### src/rtl/system_pkg.sv
// Shared opcode encoding and result-flag type for the registered ALU.
// Latency: n/a (types and constants only).
// Backpressure: n/a.
package system_pkg;

    // 74381-style function select encoding
    typedef enum logic [2:0] {
        OP_CLR = 3'b000,
        OP_BMA = 3'b001,
        OP_AMB = 3'b010,
        OP_ADD = 3'b011,
        OP_XOR = 3'b100,
        OP_OR  = 3'b101,
        OP_AND = 3'b110,
        OP_SET = 3'b111
    } op_t;

    // Status flags that travel with the result
    typedef struct packed {
        logic cout;
        logic ovf;
    } flags_t;

    // True for the three codes that route through the adder
    function automatic logic is_arith(input op_t op);
        return (op == OP_BMA) || (op == OP_AMB) || (op == OP_ADD);
    endfunction

endpackage

### src/rtl/system_adder.sv
// WIDTH-bit adder with carry-in, returning sum, carry-out and signed overflow.
// Latency: combinational.
// Backpressure: none.
module system_adder #(
    parameter int WIDTH = 32
) (
    input  logic [WIDTH-1:0] a,
    input  logic [WIDTH-1:0] b,
    input  logic             cin,
    output logic [WIDTH-1:0] sum,
    output logic             cout,
    output logic             ovf
);

    // Sum with carry; overflow when like-signed inputs give an opposite-signed result
    always_comb begin
        {cout, sum} = {1'b0, a} + {1'b0, b} + {{WIDTH{1'b0}}, cin};
        ovf         = (a[WIDTH-1] == b[WIDTH-1]) && (sum[WIDTH-1] != a[WIDTH-1]);
    end

endmodule

### src/rtl/system.sv
// Registered 74381-style ALU; optional registered zero flag when SYSTEM_ZERO_FLAG_EN is defined.
// Latency: 1 cycle from sampled inputs to F/Cout/overflow.
// Backpressure: none; a new op every cycle, en_n=1 simply holds the outputs.
module system
    import system_pkg::*;
#(
    parameter int WIDTH = 32
) (
    input  logic [WIDTH-1:0] A,
    input  logic [WIDTH-1:0] B,
    input  logic             C_in,
    input  logic [2:0]       S,
    input  logic             en_n,
    output logic [WIDTH-1:0] F,
    output logic             Cout,
    output logic             overflow,
    input  logic             clk,
    input  logic             rst
`ifdef SYSTEM_ZERO_FLAG_EN
    ,
    output logic             zero
`endif
);

    op_t              op;
    logic [WIDTH-1:0] add_a;
    logic [WIDTH-1:0] add_b;
    logic             add_cin;
    logic [WIDTH-1:0] add_sum;
    logic             add_cout;
    logic             add_ovf;
    logic [WIDTH-1:0] f_nxt;
    flags_t           flags_nxt;

    assign op = op_t'(S);

    // Steer operands into the adder; subtraction inverts one input and relies on C_in for the +1
    always_comb begin
        add_a   = A;
        add_b   = B;
        add_cin = 1'b0;
        case (op)
            OP_BMA: begin
                add_a   = B;
                add_b   = ~A;
                add_cin = C_in;
            end
            OP_AMB: begin
                add_a   = A;
                add_b   = ~B;
                add_cin = C_in;
            end
            OP_ADD: begin
                add_cin = C_in;
            end
            default: ;
        endcase
    end

    system_adder #(
        .WIDTH (WIDTH)
    ) u_adder (
        .a    (add_a),
        .b    (add_b),
        .cin  (add_cin),
        .sum  (add_sum),
        .cout (add_cout),
        .ovf  (add_ovf)
    );

    // Select next result; flags are meaningful only for adder-based codes
    always_comb begin
        f_nxt     = '0;
        flags_nxt = '0;
        if (is_arith(op)) begin
            f_nxt          = add_sum;
            flags_nxt.cout = add_cout;
            flags_nxt.ovf  = add_ovf;
        end else begin
            case (op)
                OP_XOR:  f_nxt = A ^ B;
                OP_OR:   f_nxt = A | B;
                OP_AND:  f_nxt = A & B;
                OP_SET:  f_nxt = '1;
                default: f_nxt = '0;
            endcase
        end
    end

    // Output register: reset wins over enable, en_n=1 holds
    always_ff @(posedge clk) begin
        if (rst) begin
            F        <= '0;
            Cout     <= 1'b0;
            overflow <= 1'b0;
        end else if (!en_n) begin
            F        <= f_nxt;
            Cout     <= flags_nxt.cout;
            overflow <= flags_nxt.ovf;
        end
    end

`ifdef SYSTEM_ZERO_FLAG_EN
    // Zero flag registered alongside F under the same reset/enable rules
    always_ff @(posedge clk) begin
        if (rst) begin
            zero <= 1'b0;
        end else if (!en_n) begin
            zero <= (f_nxt == '0);
        end
    end
`endif

endmodule

### config.mk
export PLATFORM = sky130hd
export DESIGN_NAME = system
export DESIGN_NICKNAME = d
export VERILOG_FILES = /design/src/rtl/system_pkg.sv /design/src/rtl/system_adder.sv /design/src/rtl/system.sv
export SDC_FILE = /design/constraint.sdc
export NUM_CORES = 1
export LEC_CHECK = 0
export ABC_AREA = 0
export BUFFER_PORTS_ARGS = -buffer_cell sky130_fd_sc_hd__buf_2
export CELL_PAD_IN_SITES_DETAIL_PLACEMENT = 2
export CELL_PAD_IN_SITES_GLOBAL_PLACEMENT = 2
export CORE_ASPECT_RATIO = 1.4
export CORE_MARGIN = 1.5
export CORE_UTILIZATION = 35
export CTS_BUF_LIST = sky130_fd_sc_hd__clkbuf_4
export DETAILED_ROUTE_END_ITERATION = 10
export PLACE_DENSITY = 0.95
export SYNTH_ARGS = -nofsm -noshare
export SYNTH_HDL_FRONTEND = slang
export SYNTH_SLANG_ARGS = --single-unit
### constraint.sdc
create_clock -name clk -period 8.1 [get_ports clk]
set_input_delay 0.405 -clock clk [delete_from_list [all_inputs] [get_ports clk]]
set_output_delay 0.405 -clock clk [all_outputs]
set_load 0.03 [all_outputs]
# Word-level counts from Yosys, hierarchy flattened
# Index checks and enable logic that the tools add are counted.
# totals
word_cells,29
register_bits,34
# op_classes
bitwise,5
n_eq_ne,9
n_addsub,2
n_reduce_logical,4
muxes,6
# ops
op,count
$pmux 32 s4,1
$mux 32,2
$not 32->32,2
$pmux 32 s2,1
$add 32x32->33,1
$add 33x1->33,1
$and 32x32->32,1
$or 32x32->32,1
$xor 32x32->32,1
$eq 3x3->1 const B,4
$eq 3x2->1 const B,2
$eq 3x1->1 const B,1
$reduce_or 3->1,1
$logic_or 1x1->1,2
$mux 2,1
$eq 1x1->1,1
$logic_and 1x1->1,1
$mux 1,1
$ne 1x1->1,1

# Longest topological paths before layout
# Gate-level depths: netlist of the first run.
# logic_depth
ltp_word,7
ltp_mapped,18
depth_no_buf,15

# Modules after synthesis
# A second synthesis of the first run with hierarchy kept.
# hier_totals
hier_cells,813
hier_area_um2,5913.2
# modules_own_cells
module,instances,area_per_inst_um2,cells_each,seq_area_each_um2
system,1,4082.7,550,680.7
system_adder,1,1830.5,263,0.0

# Worst setup path after synthesis of the first run
# No wires, ideal clock.
# synth_timing
path_type,input to register
startpoint,input S[1]
endpoint,register F[19]
cell_stages,17
arrival_ns,3.941
setup_slack_ns,4.063
required_ns,8.005
path_cell_list,clkbuf_1 -> buf_1 -> clkbuf_1 -> clkbuf_1 -> nand2_1 -> o21ai_0 -> a21oi_1 -> nand2_1 -> ha_1 -> a21o_1 -> a211o_1 -> or4_1 -> o22a_2 -> a41oi_1 -> xnor2_1 -> nand2_1 -> a221oi_1
# synth_between
elab_chain_len,5
# synth_rtl
item,line,rtl
start: declaration,system.sv:12,"input logic [2:0] S,"
$eq 3x2->1 or $eq 3x1->1 (tied branches),"system_pkg.sv:26, system.sv:42",
$pmux 32 s2 (tied with other cells),system.sv:42,case (op)
$add 32x32->33 or $mux 1 (tied branches),"system_adder.sv:17, system.sv:42",
$add 33x1->33,system_adder.sv:17,"{cout, sum} = {1'b0, a} + {1'b0, b} + {{WIDTH{1'b0}}, cin};"
$mux 32 (*),system.sv:75,if (is_arith(op)) begin
end signal: assignment,system.sv:97,F <= f_nxt;
end: declaration,system.sv:14,"output logic [WIDTH-1:0] F,"
# Mark *: on every way between the ends. The rest lies on a longest branch, timed or not.
# A chain may end at the register's enable or synchronous reset.

# Worst setup path in the final report of the first run
# layout_timing
startpoint,input S[0]
endpoint,register F[18]
# The elaborated chain is that of the path after synthesis.

==> impl_results.md, run 1 <==
* CTS Hold Bufs at 0
* Worst path top cell family by delay: buffers and inverters
* Synth top cells by count: nand2_1 (178), a21oi_1 (99), ha_1 (95)
* Resized cells post-CTS at 0
* Detailed-route wire length at 29400 um
* Number of synthesized register bits at 34
* Synth cell types at 61
* Max-cap violations at 0
* HP Class: register to register
* Crit start category: input port
* Max stage delay on crit path at 610 ps
* Post-DP Area at 7140 um^2
* Max Root-Sink Buffers at 2
* Largest net degree at the start of global routing at 81
* Ys Warns at 0
* CTS clock-pin slew for the worst setup and hold paths at 140 ps
* Top-count cell post-synth: nand2_1
* Critical Path Start: S[0]
* Final hold vios at 0
* Tcrit/Tclk final at 58.4%
* Final setup viols at 0
* Global-route wire length before repair at 46900 um
* Die ar. at 19300 um^2
* Slowest cell on the critical path: buf_4
* CTS H-tree depth at 2
* Worst Path Max Fanout at 73
* CP cell instances: buf_2 > buf_4 > inv_2 > nor2_4 > buf_4 > a21oi_1 > fa_1 > fa_1 > nor2b_1 > o31a_1 > o2bb2ai_1 > and2_1 > o21ai_2 > a41oi_1 > xor2_1 > a2111oi_2
* # IOs at 105
* Drt pass-1 iters at 5
* Peak VDD IR at 65.6 uV
* Worst slew pin tran at 901 ps
* Initial core utilization at 35.9%
* Placer Congestion at 0.876
* # DRC at 0
* Vias/cell at 6.04
* DIE HEIGHT at 164 um
* Avg Synthesized Cell Area at 6.58 um^2
* Setup Total Neg Slack at 0 ps
* Clock sink count at 34
* GRT overflow at 0
* Reg2reg start: F[26]$_SDFFE_PP0N_
* Fmax at 211 MHz
* CTS tree: built
* Synth top area share at 18.4%
* Via count at 7736
* Critical Path Sink Type: register
* RSZ-0062 raised after global routing: false
* Cells after synthesis at 980
* Die X at 118 um
* Crit path buffers/inverters at 4
* Min Tclk post-route at 4730 ps
* Post-synth EDFFs at 0
* Postcts setup bufs at 0
* Area growth syn-to-layout at 11.9%
* Cell area after synthesis at 6450 um^2
* Fin. max-slew vios at 0
* Core Box Area at 18000 um^2
* Post-DP HPWL at 22200 um
* Reg2Reg Setup Slack at 6840 ps
* Number of global-route vias before repair at 8787
* Req. time, crit path at 8420 ps
* ANT nets after route at 0
* Mapped Nets at 1148
* Std cell rows at 58
* Final Cell Area at 7220 um^2
* Share of layout cells above drive strength 1 at 16.1%
* Initial antenna violation count at 1
* Sequential area share after synthesis at 10.5%
* Num CTS Buffers at 5
* Status: completed
* Setup Skew at 0 ps
* Dominant cell type by area after synthesis: ha_1
* NumNets Final at 1207
* Worst setup endpoint: F[18]$_SDFFE_PP0N_
* Worst-Skew Late Latency at 400 ps
* Root Driver: clkbuf_4
* Main area contributors after synthesis: ha_1 (18%), dfxtp_1 (11%), nand2_1 (10%)
* Post-synth top flop: dfxtp_1
* R2R depth at 5
* Levels on crit path at 16
* Port buffer count at 104
* Arrival time at the worst endpoint at 5050 ps
* WL per Instance at 23.0 um
* Reg2reg end: F[26]$_SDFFE_PP0N_
* GR Util All Layers at 30.5%
* Leakage at 0.00351 uW
* PwrDens at 131 nW/um^2
* Critical setup path kind: input port to register
* Initial DRC Count at 373
* Worst relative slew slack at 40.0%
* Asr flop ratio synth at 0%
## stage by stage
step	instances	setup slack (ps)	hold slack, ps	util [%]	total power (uW)
global placement	1272	3440	464	39.7	739
floorplan	980	4060	595	-	586
finish	1281	3370	488	40.1	948
global route	1281	3120	512	40.1	1010
CTS	1280	3410	489	40.1	944
detailed placement	1272	3090	471	39.7	784
## sequential cells by signal (all words and copies together) (netlist names)
signal    count
F            32
Cout          1
overflow      1
## layout by cell type (no fill, tap or decap), types with 8 or more instances in the layout
cell | synthesis | layout
nor2b_1 | 21 | 21
o211ai_1 | 21 | 21
nor3_1 | 22 | 22
a221oi_1 | 14 | 14
mux2_2 | 31 | 31
buf_4 | 0 | 12
nand3_1 | 13 | 13
o21ai_0 | 84 | 84
a21oi_1 | 99 | 99
ha_1 | 95 | 95
mux2i_1 | 10 | 10
o21ai_1 | 8 | 8
xnor2_1 | 10 | 10
dfxtp_1 | 34 | 34
nor2_1 | 58 | 56
xor2_1 | 9 | 9
inv_1 | 86 | 86
a21o_1 | 20 | 20
nand2_1 | 178 | 178
buf_2 | 1 | 104
## report_power, final
group          total [uW]  switching (uW)  internal, uW  leakage, uW
combinational         598             391           207      0.00319
sequential            197            11.8           185     0.000282
clock                 153            80.9          72.1    0.0000463
## cell type report
type / count / area, um^2
Antenna cell: 1 / 2.50
Clock buffer: 7 / 52.6
Clock inverter: 1 / 30.0
Fill cell: 2331 / 10800
Inverter: 87 / 327
Multi-Input combinational cell: 795 / 5220
Sequential cell: 34 / 681
Tap cell: 240 / 300
Timing Repair Buffer: 116 / 611
## metal layers
layer  track usage, %  vias to the layer above  wire, um
met2             58.7                      253     15700
met5                0                        -         0
li1                 -                     3519         -
met1             32.5                     3866     11300
met3             4.09                       98      1150
met4             14.5                        0      1260
## worst min-delay path by stage
| stage | from | endpoint | slack, ps | cells after the start |
|---|---|---|---|---|
| after CTS | F[3]$_SDFFE_PP0N_ | F[3]$_SDFFE_PP0N_ | 490 | 2 |
| after global placement | overflow$_SDFFE_PP0N_ | overflow$_SDFFE_PP0N_ | 460 | 2 |
| final | F[3]$_SDFFE_PP0N_ | F[3]$_SDFFE_PP0N_ | 490 | 2 |
| after detailed placement | F[3]$_SDFFE_PP0N_ | F[3]$_SDFFE_PP0N_ | 470 | 2 |
| after global routing | F[3]$_SDFFE_PP0N_ | F[3]$_SDFFE_PP0N_ | 510 | 2 |
| after floorplan | F[19]$_SDFFE_PP0N_ | F[19]$_SDFFE_PP0N_ | 600 | 2 |
## worst register-to-register path, stage by stage (launching register included)
cell and delay (ps):
dfxtp_1 430, inv_1 80, a21oi_1 290, nand3b_1 150
mux2i_1 180, a21o_1 100
## logic make-up after synthesis
| kind of cell | count (synthesis) | synth area share (%) |
|---|---|---|
| muxes | 41 | 6.96 |
| and+or+nand+nor | 334 | 22.9 |
| adders and majority gates | 97 | 19.0 |
| AOI/OAI and AO/OA | 303 | 28.9 |
| xor gates and xnor gates | 20 | 2.83 |
| buffers and inverters | 151 | 8.80 |
| DFF | 34 | 10.5 |
No activity file was read; power rests on OpenSTA's default activity.
==> run 2, diff against run 1 <==
--- a/config.mk
+++ b/config.mk
@@ -11,10 +11,10 @@
 export CELL_PAD_IN_SITES_GLOBAL_PLACEMENT = 2
 export CORE_ASPECT_RATIO = 1.4
 export CORE_MARGIN = 1.5
-export CORE_UTILIZATION = 35
+export CORE_UTILIZATION = 32
 export CTS_BUF_LIST = sky130_fd_sc_hd__clkbuf_4
 export DETAILED_ROUTE_END_ITERATION = 10
-export PLACE_DENSITY = 0.95
+export PLACE_DENSITY = 0.94
 export SYNTH_ARGS = -nofsm -noshare
 export SYNTH_HDL_FRONTEND = slang
 export SYNTH_SLANG_ARGS = --single-unit
==> constraint.sdc (replaced) <==
create_clock -name clk -period 4.5 [get_ports clk]
set_input_delay 0.225 -clock clk [delete_from_list [all_inputs] [get_ports clk]]
set_output_delay 0.225 -clock clk [all_outputs]
set_load 0.03 [all_outputs]
==> run 2 against run 1 <==
Effect of this change: core utilization down 3.4 points; power increased by 75%; highest routed layer unchanged; die area up 9.2%; combinational power rose by 82%; worst hold slack worse by 130 ps; sequential power is 79% higher; count of clock-buffer cells in the layout fell by 1; largest cell class unchanged; wire length grew 2.4%; clock power rose by 40%.
==> impl_results.md, run 2 (synthesized netlist as in run 1, its figures left out) <==
* Status: completed
* Max Root-Sink Buffers at 2 (unchanged)
* Post-DP HPWL at 23600 um (+6.2%)
* Combinational cell fraction of total power at 65.9% (+2.8 points)
* Largest net degree at the start of global routing at 51 (-37%)
* Clock sink count at 34 (unchanged)
* Fmax at 253 MHz
* Largest registers: F x32, Cout x1, overflow x1
* Die ar. at 21000 um^2 (+9.2%)
* # DRC at 0 (unchanged)
* Num CTS Buffers at 5 (unchanged)
* Finished Layout Cells at 1302 (+1.6%)
* Seq. cell area at 681 um^2 (unchanged)
* Postcts setup bufs at 0 (unchanged)
* Port buffer count at 104 (unchanged)
* Peak VDD IR at 92.9 uV (+42%)
* Vias/cell at 5.98 (-0.99%)
* Post-DP Area at 7240 um^2 (+1.4%)
* Worst slew pin tran at 928 ps (+27.1 ps)
* CTS Hold Bufs at 0 (unchanged)
* Final core utilization at 36.8% (-3.4 points)
* Internal power at 779 uW (+68%)
* Die X at 123 um (+4.5%)
* Most flop-heavy register: F
* Crit start category: input port
* Placer Congestion at 0.941 (+7.5%)
* CTS H-tree depth at 2 (unchanged)
* Setup Skew at 0 ps (unchanged)
* Switching share of total power at 53.0% (+2.0 points)
* Critical Path Sink Type: register
* Area growth syn-to-layout at 13.0%
* CP most frequent cell: buf_4
* RSZ-0062 raised after global routing: false
* NetSw at 881 uW (+82%)
* CTS clock-pin slew for the worst setup and hold paths at 150 ps (about the same)
* Worst-Skew Late Latency at 380 ps (-20 ps)
* Initial core utilization at 32.5% (-3.3 points)
* GR Util All Layers at 28.8% (-1.7 points)
* Max stage delay on crit path at 720 ps (+110 ps)
* WL per Instance at 23.1 um (+0.75%)
* # IOs at 105 (unchanged)
* Arrival time at the worst endpoint at 4270 ps (-780 ps)
* DIE HEIGHT at 171 um (+4.5%)
* Critical setup path kind: input port to register
* Fin. max-slew vios at 0 (unchanged)
* PwrDens at 228 nW/um^2 (+73%)
* Setup Total Neg Slack at 0 ps (unchanged)
* Std cell rows at 61 (+5.2%)
* GRT overflow at 0 (unchanged)
* Crit path buffers/inverters at 4 (unchanged)
* Core Box Area at 19800 um^2 (+10%)
* Slowest cell on the critical path: a2111oi_0
* Max-cap violations at 0 (unchanged)
* Resized cells post-CTS at 0 (unchanged)
* Via count at 7785 (+0.63%)
* Initial DRC Count at 335 (-10%)
* CTS tree: built
* Max reg flops at 32 (unchanged)
* Dpl cells at 1294 (+1.7%)
* ANT nets after route at 0 (unchanged)
* Most frequent cells in the layout: nand2_1 (178), buf_2 (104), a21oi_1 (99)
* Worst Path Max Fanout at 25 (-66%)
* Clock power frac at 12.9% (-3.2 points)
* Initial antenna violation count at 0 (-1)
* NumNets Final at 1217 (+0.83%)
* Flop pwr share at 21.2% (+0.4 points)
* Detailed-route wire length at 30100 um (+2.4%)
* Number of global-route vias before repair at 8803 (+0.18%)
* Worst relative slew slack at 38.2% (-1.8 points)
* Final hold vios at 0 (unchanged)
* Req. time, crit path at 4820 ps (-3600 ps)
* Root Driver: clkbuf_4
* Final Cell Area at 7290 um^2 (+0.99%)
* Share of layout cells above drive strength 1 at 16.8% (+0.70 points)
* Filler Cell Count at 2444 (+4.8%)
* Tcrit/Tclk final at 87.9%
* Multi-input logic area at 5220 um^2 (unchanged)
* Diode count at 0 (-1)
* Leading cell type in the layout, fill and taps excluded: nand2_1
* Leakage at 0.00355 uW (+1.1%)
* HP Class: input port to register
* CP cell instances: buf_2 > or2_1 > nor2_4 > buf_4 > buf_4 > o21ai_0 > ha_1 > a21oi_1 > o21ai_0 > a2111oi_0 > buf_4 > and3_1 > o31ai_1 > mux2i_1 > a21o_1
* Min Tclk post-route at 3960 ps
* Drt pass-1 iters at 5 (unchanged)
* Final setup viols at 0 (unchanged)
* Global-route wire length before repair at 46800 um (-0.28%)
* Worst path top cell family by delay: compound AO/OA/AOI/OAI gates
-- run 2: cell count changes in the layout (fill, tap and decap cells not counted) --
cell / delta
clkinv_2: +1
bufinv_16: -1
diode_2: -1
buf_12: +1
clkbuf_4: -1
clkinv_1: +1
buf_4: +9
-- run 2: worst min-delay path: stages --
cell	delay (ps)
buf_2	100
ha_1	140
a21oi_1	70
o211ai_1	100
nand2_1	60
nand3_1	50
-- run 2: per-stage QoR --
step	power [uW]	hold slack (ps)	worst slack [ps]
after floorplan	1050	591	643
after global placement	1350	464	513
after detailed placement	1430	478	180
after CTS	1660	350	621
after global routing	1770	380	453
final	1660	357	543
-- run 2: metal layers --
metal,up-vias,track usage [%],share of wire [%]
met4,0,16.0,5.5
met3,122,3.73,3.7
met1,3839,30.3,38
met2,277,54.1,53
li1,3547,-,-
met5,-,0,0
-- run 2: layout make-up --
cell class	instances	area share (%)
Tap cell	252	4.32
Clock buffer	6	0.618
Sequential cell	34	9.33
Multi-Input combinational cell	795	71.6
Inverter	87	4.48
Timing Repair Buffer	126	9.57
Clock inverter	2	0.120
-- run 2: final timing paths --
path | start | endpoint | slack, ps | cells past startpoint
hold / removal | A[31] | F[31]$_SDFFE_PP0N_ | 360 | 6
setup / recovery | S[1] | F[26]$_SDFFE_PP0N_ | 540 | 15
hold reg to reg | overflow$_SDFFE_PP0N_ | overflow$_SDFFE_PP0N_ | 500 | 2
setup reg to reg | F[26]$_SDFFE_PP0N_ | F[26]$_SDFFE_PP0N_ | 3300 | 5
-- run 2: power by group through the flow --
stage | logic [uW] | clock network, uW | registers, uW
after global routing | 1180 | 234 | 356
after detailed placement | 1070 | 0 | 360
after global placement | 987 | 0 | 359
final | 1090 | 214 | 352
after CTS | 1080 | 222 | 353
after floorplan | 637 | 0 | 418
